===== config.mk =====
export PLATFORM = sky130hd
export DESIGN_NAME = bcd_scan_counter
export DESIGN_NICKNAME = d
export VERILOG_FILES = /design/src/rtl/bcd_scan_pkg.sv /design/src/rtl/bcd_digit.sv /design/src/rtl/bcd_scan_counter.sv
export SDC_FILE = /design/constraint.sdc
export NUM_CORES = 1
export LEC_CHECK = 0
export CAP_MARGIN = 20
export CORE_UTILIZATION = 57
export DETAILED_ROUTE_END_ITERATION = 6
export GPL_TIMING_DRIVEN = 0
export PLACE_DENSITY = 0.78
export SLEW_MARGIN = 20
export SYNTH_ARGS = -nofsm -noshare
export SYNTH_HDL_FRONTEND = slang
export SYNTH_SLANG_ARGS = --single-unit

===== constraint.sdc =====
create_clock -name Clk -period 2.3 [get_ports Clk]
set_input_delay 0.23 -clock Clk [delete_from_list [all_inputs] [get_ports Clk]]
set_output_delay 0.23 -clock Clk [all_outputs]
set_load 0.005 [all_outputs]

===== src/rtl/bcd_scan_pkg.sv =====
// Shared constants for the four-digit BCD counter and its display scan.
package bcd_scan_pkg;

    localparam int NUM_DIGITS = 4;
    localparam logic [3:0] BCD_MAX = 4'd9;
    localparam logic [3:0] BLANK_CODE = 4'b1111;

    // Active-low one-hot digit enables, entry 0 drives the units digit.
    localparam logic [NUM_DIGITS-1:0][3:0] SEL_PATTERN = {4'b0111, 4'b1011, 4'b1101, 4'b1110};

endpackage


===== src/rtl/bcd_digit.sv =====
// One BCD decade: counts up or down when ci is set, co flags rollover/borrow.
module bcd_digit
    import bcd_scan_pkg::*;
(
    input  logic       Clk,
    input  logic       Rst_n,
    input  logic       ci,
    input  logic       up,
    input  logic       clr,
    output logic [3:0] value,
    output logic       co
);

    // co is combinational so a whole 9999 -> 0000 ripple resolves in one edge.
    assign co = ci && (up ? (value == BCD_MAX) : (value == 4'd0));

    always_ff @(posedge Clk or negedge Rst_n) begin
        if (!Rst_n) begin
            value <= 4'd0;
        end else if (clr) begin
            value <= 4'd0;
        end else if (ci) begin
            if (up) begin
                value <= (value == BCD_MAX) ? 4'd0 : value + 4'd1;
            end else begin
                value <= (value == 4'd0) ? BCD_MAX : value - 4'd1;
            end
        end
    end

endmodule


===== src/rtl/bcd_scan_counter.sv =====
// Four-digit up/down BCD event counter with prescaler and a multiplexed,
// leading-zero-blanked digit scan for a 7-segment decoder.
module bcd_scan_counter
    import bcd_scan_pkg::*;
#(
    parameter int TICK_DIV = 50_000_000,
    parameter int SCAN_DIV = 50_000,
    parameter int BLANK_LZ = 1
) (
    input  logic        Clk,
    input  logic        Rst_n,
    input  logic        En,
    input  logic        Clr,
    input  logic        Up,
    output logic [15:0] Count,
    output logic        Carry,
    output logic [3:0]  A,
    output logic [3:0]  Sel
);

    localparam int PRE_W  = (TICK_DIV > 1) ? $clog2(TICK_DIV) : 1;
    localparam int SCAN_W = (SCAN_DIV > 1) ? $clog2(SCAN_DIV) : 1;

    logic [PRE_W-1:0]      pre;
    logic                  tick;
    logic [NUM_DIGITS:0]   chain;
    logic [SCAN_W-1:0]     scan_cnt;
    logic [1:0]            idx;
    logic [NUM_DIGITS-1:0] dz;
    logic [NUM_DIGITS-1:0] lz;
    logic [3:0]            cur_digit;
    logic [3:0]            a_next;

    assign tick = En && (pre == PRE_W'(TICK_DIV - 1));

    always_ff @(posedge Clk or negedge Rst_n) begin
        if (!Rst_n) begin
            pre <= '0;
        end else if (Clr) begin
            pre <= '0;
        end else if (En) begin
            pre <= tick ? '0 : pre + 1'b1;
        end
    end

    assign chain[0] = tick;

    for (genvar i = 0; i < NUM_DIGITS; i++) begin : g_digit
        bcd_digit u_digit (
            .Clk   (Clk),
            .Rst_n (Rst_n),
            .ci    (chain[i]),
            .up    (Up),
            .clr   (Clr),
            .value (Count[4*i +: 4]),
            .co    (chain[i+1])
        );
    end

    // Clear wins over a coincident wrap, so its carry is suppressed here.
    always_ff @(posedge Clk or negedge Rst_n) begin
        if (!Rst_n) begin
            Carry <= 1'b0;
        end else begin
            Carry <= chain[NUM_DIGITS] && !Clr;
        end
    end

    always_ff @(posedge Clk or negedge Rst_n) begin
        if (!Rst_n) begin
            scan_cnt <= '0;
            idx      <= 2'd0;
        end else if (scan_cnt == SCAN_W'(SCAN_DIV - 1)) begin
            scan_cnt <= '0;
            idx      <= idx + 2'd1;
        end else begin
            scan_cnt <= scan_cnt + 1'b1;
        end
    end

    // lz[i]: digit i and every digit above it are zero; units never blanks.
    for (genvar i = 0; i < NUM_DIGITS; i++) begin : g_zero
        assign dz[i] = (Count[4*i +: 4] == 4'd0);
    end
    assign lz = {dz[3], dz[3] & dz[2], dz[3] & dz[2] & dz[1], 1'b0};

    assign cur_digit = Count[{idx, 2'b00} +: 4];
    assign a_next    = ((BLANK_LZ != 0) && lz[idx]) ? BLANK_CODE : cur_digit;

    // Sel and A share one register stage so they always switch together.
    always_ff @(posedge Clk or negedge Rst_n) begin
        if (!Rst_n) begin
            Sel <= SEL_PATTERN[0];
            A   <= 4'h0;
        end else begin
            Sel <= SEL_PATTERN[idx];
            A   <= a_next;
        end
    end

endmodule


* Word level (Yosys, flattened, before mapping) *
Cells that the tools add are included.

word-level totals
  bits in registers = 69
  input port bits = 5
  output and inout bits = 25
  word-level logic and storage cells = 80

operators by class
  add/subtract/negate cells = 11
  $lt $le $gt $ge = 1
  equality and inequality tests = 6
  shift operators = 1
  mux-type cells = 33
  bitwise operators = 2
  reductions and logical operators = 16

operator list
  cell                     number
  $mux W4                  22
  $mux W26                 3
  $add A26 B1 Y26 const B  1
  $eq A26 B26 Y1 const B   1
  $add A16 B1 Y16 const B  1
  $add A4 B1 Y4 const B    4
  $eq A16 B16 Y1 const B   1
  $eq A4 B4 Y1 const B     4
  $logic_not A4 Y1         4
  $mux W16                 1
  $shiftx A16 B5 Y4        1
  $sub A4 B1 Y4 const B    4
  $reduce_bool A2 Y1       5
  $bmux W4 S2              1
  $logic_and A1 B1 Y1      6
  $mux W1                  5
  $lt A2 B3 Y1 const B     1
  $add A2 B1 Y2 const B    1
  $and A1 B1 Y1            2
  $bmux W1 S2              1
  $logic_not A1 Y1         1

* Logic depth before layout (Yosys ltp) *
  depth in word-level cells = 7
  gate-level depth with buffers = 8
  mapped depth without buffers = 6

* Hierarchy *
A second synthesis with hierarchy kept.

unflattened totals
  cells, all modules = 440
  area, all modules = 4,186.5 sq um

by module, submodules not included
  module            times used  cells each  area each (sq um)  seq. area each (sq um)
  bcd_scan_counter  1           268         2,745.1            1,330.0
  bcd_digit         4           43          360.3              100.1

* Worst setup path after synthesis *
OpenSTA, ideal clock, no wires.

  path kind = reg2reg
  from = register pre[0]
  to = register g_digit[0].u_digit.value[2]
  library setup time = 136 ps
  arrival = 1,818 ps
  required time = 2,164 ps
  slack = 345 ps
  cell stages (with the launch flop) = 7
  buffers on the path = 0
  period minus slack after synthesis = 1,955 ps
  path through = dfrtp_1 > ha_1 > nand4_1 > or4_1 > a2111oi_0 > o32a_1 > a21oi_1

on the way
  word-level cells in the longest chain between the ends = 3

ends and longest elaborated chain
  what                          line                    source
  start, declared               bcd_scan_counter.sv:24  logic [PRE_W-1:0] pre;
  start signal, assigned        bcd_scan_counter.sv:42  pre <= tick ? '0 : pre + 1'b1;
  $eq A26 B26 Y1                bcd_scan_counter.sv:34  assign tick = En && (pre == PRE_W'(TICK_DIV - 1));
  $logic_and A1 B1 Y1           bcd_scan_counter.sv:34
  $reduce_bool A2 Y1 (no line)  --
  end signal, assigned          bcd_digit.sv:24         value <= (value == BCD_MAX) ? 4'd0 : value + 4'd1;
  end signal, assigned          bcd_digit.sv:26         value <= (value == 4'd0) ? BCD_MAX : value - 4'd1;
  end, declared                 bcd_digit.sv:10         output logic [3:0] value,

Every way passes these cells.
A chain may end at the register's enable or synchronous reset.

* Worst setup path in the final report *
  from = register pre[16]
  to = register pre[15]

on the way
  word-level cells in the longest chain between the ends = 5

ends and longest elaborated chain
  what                 line                    source
  $eq A26 B26 Y1       bcd_scan_counter.sv:34
  $logic_and A1 B1 Y1  bcd_scan_counter.sv:34
  $mux W26             bcd_scan_counter.sv:42
  $mux W26             bcd_scan_counter.sv:41  end else if (En) begin
  $mux W26             bcd_scan_counter.sv:39  end else if (Clr) begin

Every way passes these cells. The select of a mux whose other input is x is not followed.

==> impl_metrics.py <==
metrics = {
    "cells_and_area": {
        "syn_to_final_growth_pct": 17.06,
        "nNetsFinal": 486,
        "layout_commonest_cell": "dfrtp_1",
        "final_core_util_pct": 68.86,
        "diodes": 0,
        "layout_common_cells": "66 x dfrtp_1, 53 x nor2_1, 31 x nand2_1",
        "post_route_cells_drive_above_1_share_pct": 11.46,
        "instances_no_fill": 576,
    },
    "floorplanning": {
        "die_area_sq_um": 7350,
        "coreArea_sq_um": 6794,
        "start_util_pct": 58.82,
        "ioPinCount": 30,
        "die_height_um": 85.73,
        "rows": 30,
        "die_x_um": 85.73,
    },
    "routing": {
        "antenna_left": 0,
        "drtPass1Iterations": 5,
        "wirelength_mm": 8.680,
        "remaining_drc_errors": 0,
        "via_count": 3369,
        "vias_per_cell": 5.849,
        "wl_per_cell_um": 15.07,
        "initialDrtViolationCount": 355,
    },
    "worst_setup_path": {
        "startpoint_type": "flip-flop",
        "critPathMaxFanout": 10,
        "crit_type": "flip-flop to flip-flop",
        "rr_endpoint": "pre[15]$_DFFE_PN0P_",
        "r2r_start": "pre[16]$_DFFE_PN0P_",
        "required_ns": 2.53,
        "arrival_ns": 2.37,
        "r2r_cells": 8,
        "regToRegSetupSlack_ns": 0.16,
        "cp-end-kind": "flip-flop",
    },
    "sta": {
        "skew_ns": 0.01020,
        "maxSlewHeadroom_pct": 58.40,
        "fin_crit_sh_pct": 93.17,
        "fin_crit_ns": 2.143,
        "setup_viol": 0,
        "tightestPinTransition_ns": 0.6192,
        "maxSlewViolCount": 0,
        "timing.fmax_mhz": 466.7,
        "rsz0062_at_grt": "no",
        "setup_tns_ns": 0,
        "fin_ws_ns": 0.1571,
        "hold_viol": 0,
    },
    "clock_network": {
        "clockBufferDepth": 2,
        "cts_made_buffers": 9,
        "clkSinkCount": 69,
        "h-tree-depth": 3,
        "clk-insertion-delay-late_ns": 0.34,
        "root_buffer": "clkbuf_8",
        "path_clk_slew_ns": 0.08,
        "cts_tree": "yes",
    },
    "hold_path": {
        "hp-start": "En",
        "hold_end": "pre[0]$_DFFE_PN0P_",
        "hold_path.class": "input port to flip-flop",
        "hold-path-cell-count": 3,
    },
    "pwr": {
        "power_density_nw_per_um2": 494.8,
        "ir_worst_vdd_v": 0.0003702,
        "p_leak_nw": 1.913,
        "design_power_total_w": 0.002315,
    },
    "synthesis": {
        "syn_area_sq_um": 3996,
        "yosysUniqueCellTypes": 63,
        "synth_edf_count": 0,
        "ys_warn_count": 0,
        "synth_seq_cells": 69,
        "syn-num-nets": 443,
        "synthFlopType": "dfrtp_1",
        "syn_area_per_cell_sq_um": 9.251,
        "synth.yosys.seq_area_share_pct": 43.30,
        "ys_async_sr_fraction_pct": 100.0,
        "synthCells": 432,
    },
    "grt": {
        "grt.total_usage_pct": 25.42,
        "grt_pass1_vias": 3121,
        "grt_max_degree": 36,
        "overflow": 0,
        "antenna_found_initial": 0,
        "grt_pass1_wl_mm": 14.66,
    },
    "placement": {
        "gp_congestion": 0.9779,
        "placedCellCount": 557,
        "place_ws_ns": -0.2146,
        "io_buffers": 28,
        "dpl.hpwl_mm": 6.002,
    },
    "run": {
        "max_cap_viol_count": 0,
    },
    "run_status": {
        "status": "complete, no violations",
    },
}
==> report_power, final <==
group	switching (W)	total [W]	internal, W	leakage [nW]
combinational	0.0000722	0.000103	0.0000308	0.879
clock	0.000490	0.000995	0.000504	0.0960
sequential	0.00000236	0.00122	0.00121	0.938
==> cell type report <==
cell class / count / area, sq um
multi-input combinational: 319 / 2132
fill: 547 / 2116
sequential: 69 / 1730
timing repair buffer: 32 / 322.8
clock buffer: 9 / 123.9
tap: 96 / 120.1
buffer: 27 / 112.6
clock inverter: 7 / 72.57
inverter: 17 / 63.81
==> per-layer routing <==
| metal | wire length [um] | vias up | global-route usage (%) |
|---|---|---|---|
| met5 | 0 | - | 0 |
| met3 | 455 | 24 | 3.850 |
| met4 | 210 | 0 | 11.06 |
| li1 | - | 1621 | - |
| met1 | 3786 | 1605 | 33.21 |
| met2 | 4227 | 119 | 42.33 |
==> state kept, by name, indices dropped and copies added (netlist names) <==
name	cells
pre	26
idx	2
scan_cnt	16
Carry	1
Sel	4
g_digit.u_digit.value	16
A	4
==> worst max-delay path, cell delays in order, from the launching register on <==
cell	delay, ns
dfrtp_1	0.36
clkbuf_1	0.20
nor4b_2	0.37
and4_1	0.30
nand2_1	0.12
buf_2	0.22
nand2_1	0.15
buf_2	0.24
nor2_1	0.07
==> timing repair <==
item                                    4_1_cts  5_1_grt
setup buffers                                 0        2
endpoints found under the hold margin        31        0
hold buffers                                  1        0
endpoints found under the setup margin       23       28
pin swaps                                     0        1
resized for setup                             3        7
==> logic make-up after synthesis <==
family,synth area share (%)
muxes,2.818
buffers and inverters,4.383
AOI/OAI and AO/OA,11.96
DFF,43.30
xor gates and xnor gates,10.52
adders and majority gates,1.878
and+or+nand+nor,25.14
==> per-stage QoR <==
step                hold WS (ns)  area, sq um
global placement          0.4704         4397
CTS                       0.2014         4637
floorplan               -0.06559         3996
detailed placement        0.2110         4414
global route              0.2293         4678
finish                    0.2261         4678
==> cell usage after synthesis (all sizes together) (7+ instances only) <==
cell type | number | area share [%]
nor2 | 53 | 5.0
nand2 | 32 | 3.1
buf | 10 | 1.2
dfrtp | 66 | 41
nand3 | 27 | 3.9
inv | 17 | 1.6
clkbuf | 17 | 1.6
xor2 | 27 | 5.9
o21ai | 12 | 1.5
a21oi | 21 | 2.6
or3 | 7 | 1.1
nand4 | 15 | 2.5
nor3 | 12 | 1.5
and3 | 11 | 1.7
xnor2 | 21 | 4.6
==> worst max path at each step <==
stage	start	endpoint	cells after the start
global route	pre[1]$_DFFE_PN0P_	pre[15]$_DFFE_PN0P_	8
finish	pre[16]$_DFFE_PN0P_	pre[15]$_DFFE_PN0P_	8
detailed placement	Up	g_digit[0].u_digit.value[2]$_DFFE_PN0P_	8
global placement	Rst_n	scan_cnt[1]$_DFF_PN0_	1
floorplan	pre[0]$_DFFE_PN0P_	g_digit[0].u_digit.value[2]$_DFFE_PN0P_	6
CTS	pre[0]$_DFFE_PN0P_	g_digit[0].u_digit.value[2]$_DFFE_PN0P_	6
(Power assumes the default switching activity.)
==> edit (same flow settings) <==
Change the parameter `SCAN_DIV` from 50_000 to 25_000.
--- a/src/rtl/bcd_scan_counter.sv
+++ b/src/rtl/bcd_scan_counter.sv
@@ -4,7 +4,7 @@
     import bcd_scan_pkg::*;
 #(
     parameter int TICK_DIV = 50_000_000,
-    parameter int SCAN_DIV = 50_000,
+    parameter int SCAN_DIV = 25_000,
     parameter int BLANK_LZ = 1
 ) (
     input  logic        Clk,
Behaviour: same outputs for any inputs over 10 cycles, from zero or initial values and one cycle with Rst_n low; that may be too few to reach the edited logic, so the function may still have changed.
==> edit against the unedited design <==
The run now ends with DRC left; critical path depth shrank 2; total power is essentially flat; setup slack lost 0.019 ns; die area shrank 1.9%; via count shrank 4.9%; area after synthesis shrank 2.0%; largest cell class unchanged; wire length shrank 4.6%; final area shrank 2.1%; combinational power grew 7%; sequential cell count shrank 1; synthesized cell count shrank 3.0%; count of clock-buffer cells in the layout grew 5.
==> edit: results (changes against the unedited design) <==
<table>
<tr><th>Metric</th><th>Value</th></tr>
<tr><th colspan="2">Outcome</th></tr>
<tr><td>Run status</td><td>finished, violations left</td></tr>
<tr><td>Failing checks</td><td>DRC</td></tr>
<tr><th colspan="2">Routing</th></tr>
<tr><td>Final Routed Wirelength</td><td>8290 um (-4.6%)</td></tr>
<tr><td>Length of the first detailed-routing pass in iterations</td><td>7 (+2)</td></tr>
<tr><td>First DRT Iteration DRCs</td><td>203 (-43%)</td></tr>
<tr><td>Count of unresolved DRC violations after routing</td><td>3 (+3)</td></tr>
<tr><td>Via-per-instance ratio</td><td>5.87 (+0.36%)</td></tr>
<tr><th colspan="2">Final layout</th></tr>
<tr><td>Largest registers</td><td>pre: 26 flops, g_digit.u_digit.value: 16 flops, scan_cnt: 15 flops</td></tr>
<tr><td>Post-layout nets</td><td>475 (-2.3%)</td></tr>
<tr><td>Share of final-layout standard cells stronger than drive strength 1</td><td>0.117 (+0.00269)</td></tr>
<tr><td>Number of fillers in the final layout</td><td>510 (-6.8%)</td></tr>
<tr><th colspan="2">Worst setup path</th></tr>
<tr><td>Slowest cell on crit path</td><td>or4b_1</td></tr>
<tr><td>Arrival time reported for the critical path endpoint</td><td>2.43 ns (+0.06 ns)</td></tr>
<tr><td>Stage delay of the slowest cell on the critical path</td><td>0.55 ns (+0.18 ns)</td></tr>
<tr><th colspan="2">Placed design</th></tr>
<tr><td>Routability Congestion</td><td>0.863 (-12%)</td></tr>
<tr><td>HPWL reported at the end of detailed placement</td><td>5720 um (-4.7%)</td></tr>
<tr><td>Placed cell count</td><td>525 (-5.7%)</td></tr>
<tr><th colspan="2">Logic synthesis</th></tr>
<tr><td>Net count of the mapped netlist</td><td>430 (-2.9%)</td></tr>
<tr><td>Portion of the post-synthesis area used by sequential elements</td><td>0.435 (+0.00232)</td></tr>
<tr><td>Synthesized instance count</td><td>419 (-3.0%)</td></tr>
<tr><td>Leading cell types by total area after synthesis</td><td>dfrtp_1, xor2_1, nor2_1</td></tr>
<tr><th colspan="2">Timing</th></tr>
<tr><td>Slew at the pin closest to its max-slew limit</td><td>0.631 ns (+0.0121 ns)</td></tr>
<tr><td>Layout Skew</td><td>0.0132 ns (+0.00296 ns)</td></tr>
<tr><th colspan="2">GRT</th></tr>
<tr><td>Met2 Track Usage GR</td><td>0.366 (-0.0574)</td></tr>
<tr><td>First-pass GRT wire length</td><td>14200 um (-3.3%)</td></tr>
<tr><th colspan="2">Pwr</th></tr>
<tr><td>Fraction of power spent switching nets</td><td>0.224 (-0.0196)</td></tr>
<tr><td>Worst VDD drop</td><td>0.276 mV (-25%)</td></tr>
</table>
## edit: metal layers
layer	wire, um	share of wire
met4	147	0.018
met1	3920	0.47
met3	547	0.066
met2	3670	0.44
met5	0	0
## edit: worst reg2reg max path: stages, from the launching register on
cell and delay (ns):
dfrtp_1 0.39, buf_6 0.14, or3_1 0.32, a211oi_2 0.34, nand4_4 0.20, or4b_1 0.55, a21oi_1 0.15
## edit: cell families after synthesis
group,count (synthesis),share of synthesized area
simple gates,184,0.257
mux,8,0.0332
buf+inv,44,0.0457
compound gates,61,0.102
flops,68,0.435
xor+xnor,48,0.107
fa+ha+maj,6,0.0192
## edit: final timing paths
kind                                             start                          end  slack, ns  cells after the start
setup / recovery           g_digit[0].u_digit.value[3]  g_digit[3].u_digit.value[1]       0.14                      6
min in group asynchronous                        Rst_n                      pre[10]       0.35                      2
hold reg to reg                            scan_cnt[0]                  scan_cnt[0]       0.48                      1
hold / removal                                      En                       pre[1]       0.24                      3
setup reg to reg           g_digit[0].u_digit.value[3]  g_digit[3].u_digit.value[1]       0.14                      6
max in group asynchronous                        Rst_n                       Sel[1]       1.35                      3
## edit: layout make-up
class                           instances  area share
Tap cell                               77      0.0210
Multi-Input combinational cell        307       0.447
Timing Repair Buffer                   35      0.0754
Sequential cell                        68       0.372
Clock inverter                          2     0.00765
Buffer                                 31      0.0311
Inverter                               12     0.00983
Clock buffer                           14      0.0355
## edit: power groups by stage
stage                     Clock (mW)  Sequential, mW  Combinational, mW
after floorplan                    0            1.23             0.0511
after global placement             0            1.23             0.0949
after detailed placement           0            1.23              0.101
after CTS                       1.01            1.20              0.103
after global routing            1.06            1.20              0.123
final                           1.00            1.20              0.110
## edit: metrics by stage
| stage | power (mW) | util | cell area (um2) | TNS [ns] | setup WS, ns |
|---|---|---|---|---|---|
| 2_1_floorplan | 1.28 | - | 3920 | 0 | 0.311 |
| 3_3_place_gp | 1.32 | 0.661 | 4290 | -84.14 | -1.23 |
| 3_5_place_dp | 1.33 | 0.664 | 4310 | -3.83 | -0.426 |
| 4_1_cts | 2.32 | 0.696 | 4520 | 0 | 0.00914 |
| 5_1_grt | 2.38 | 0.705 | 4580 | 0 | 0.0126 |
| 6_report | 2.32 | 0.705 | 4580 | 0 | 0.138 |
## edit: what timing repair did
action                                  4_1_cts  5_1_grt
hold buffers                                  1        0
gates resized for setup                       1       14
buffers inserted                              0        5
pin swaps                                     0        2
endpoints found under the hold margin        30        0
endpoints found under the setup margin        2       30
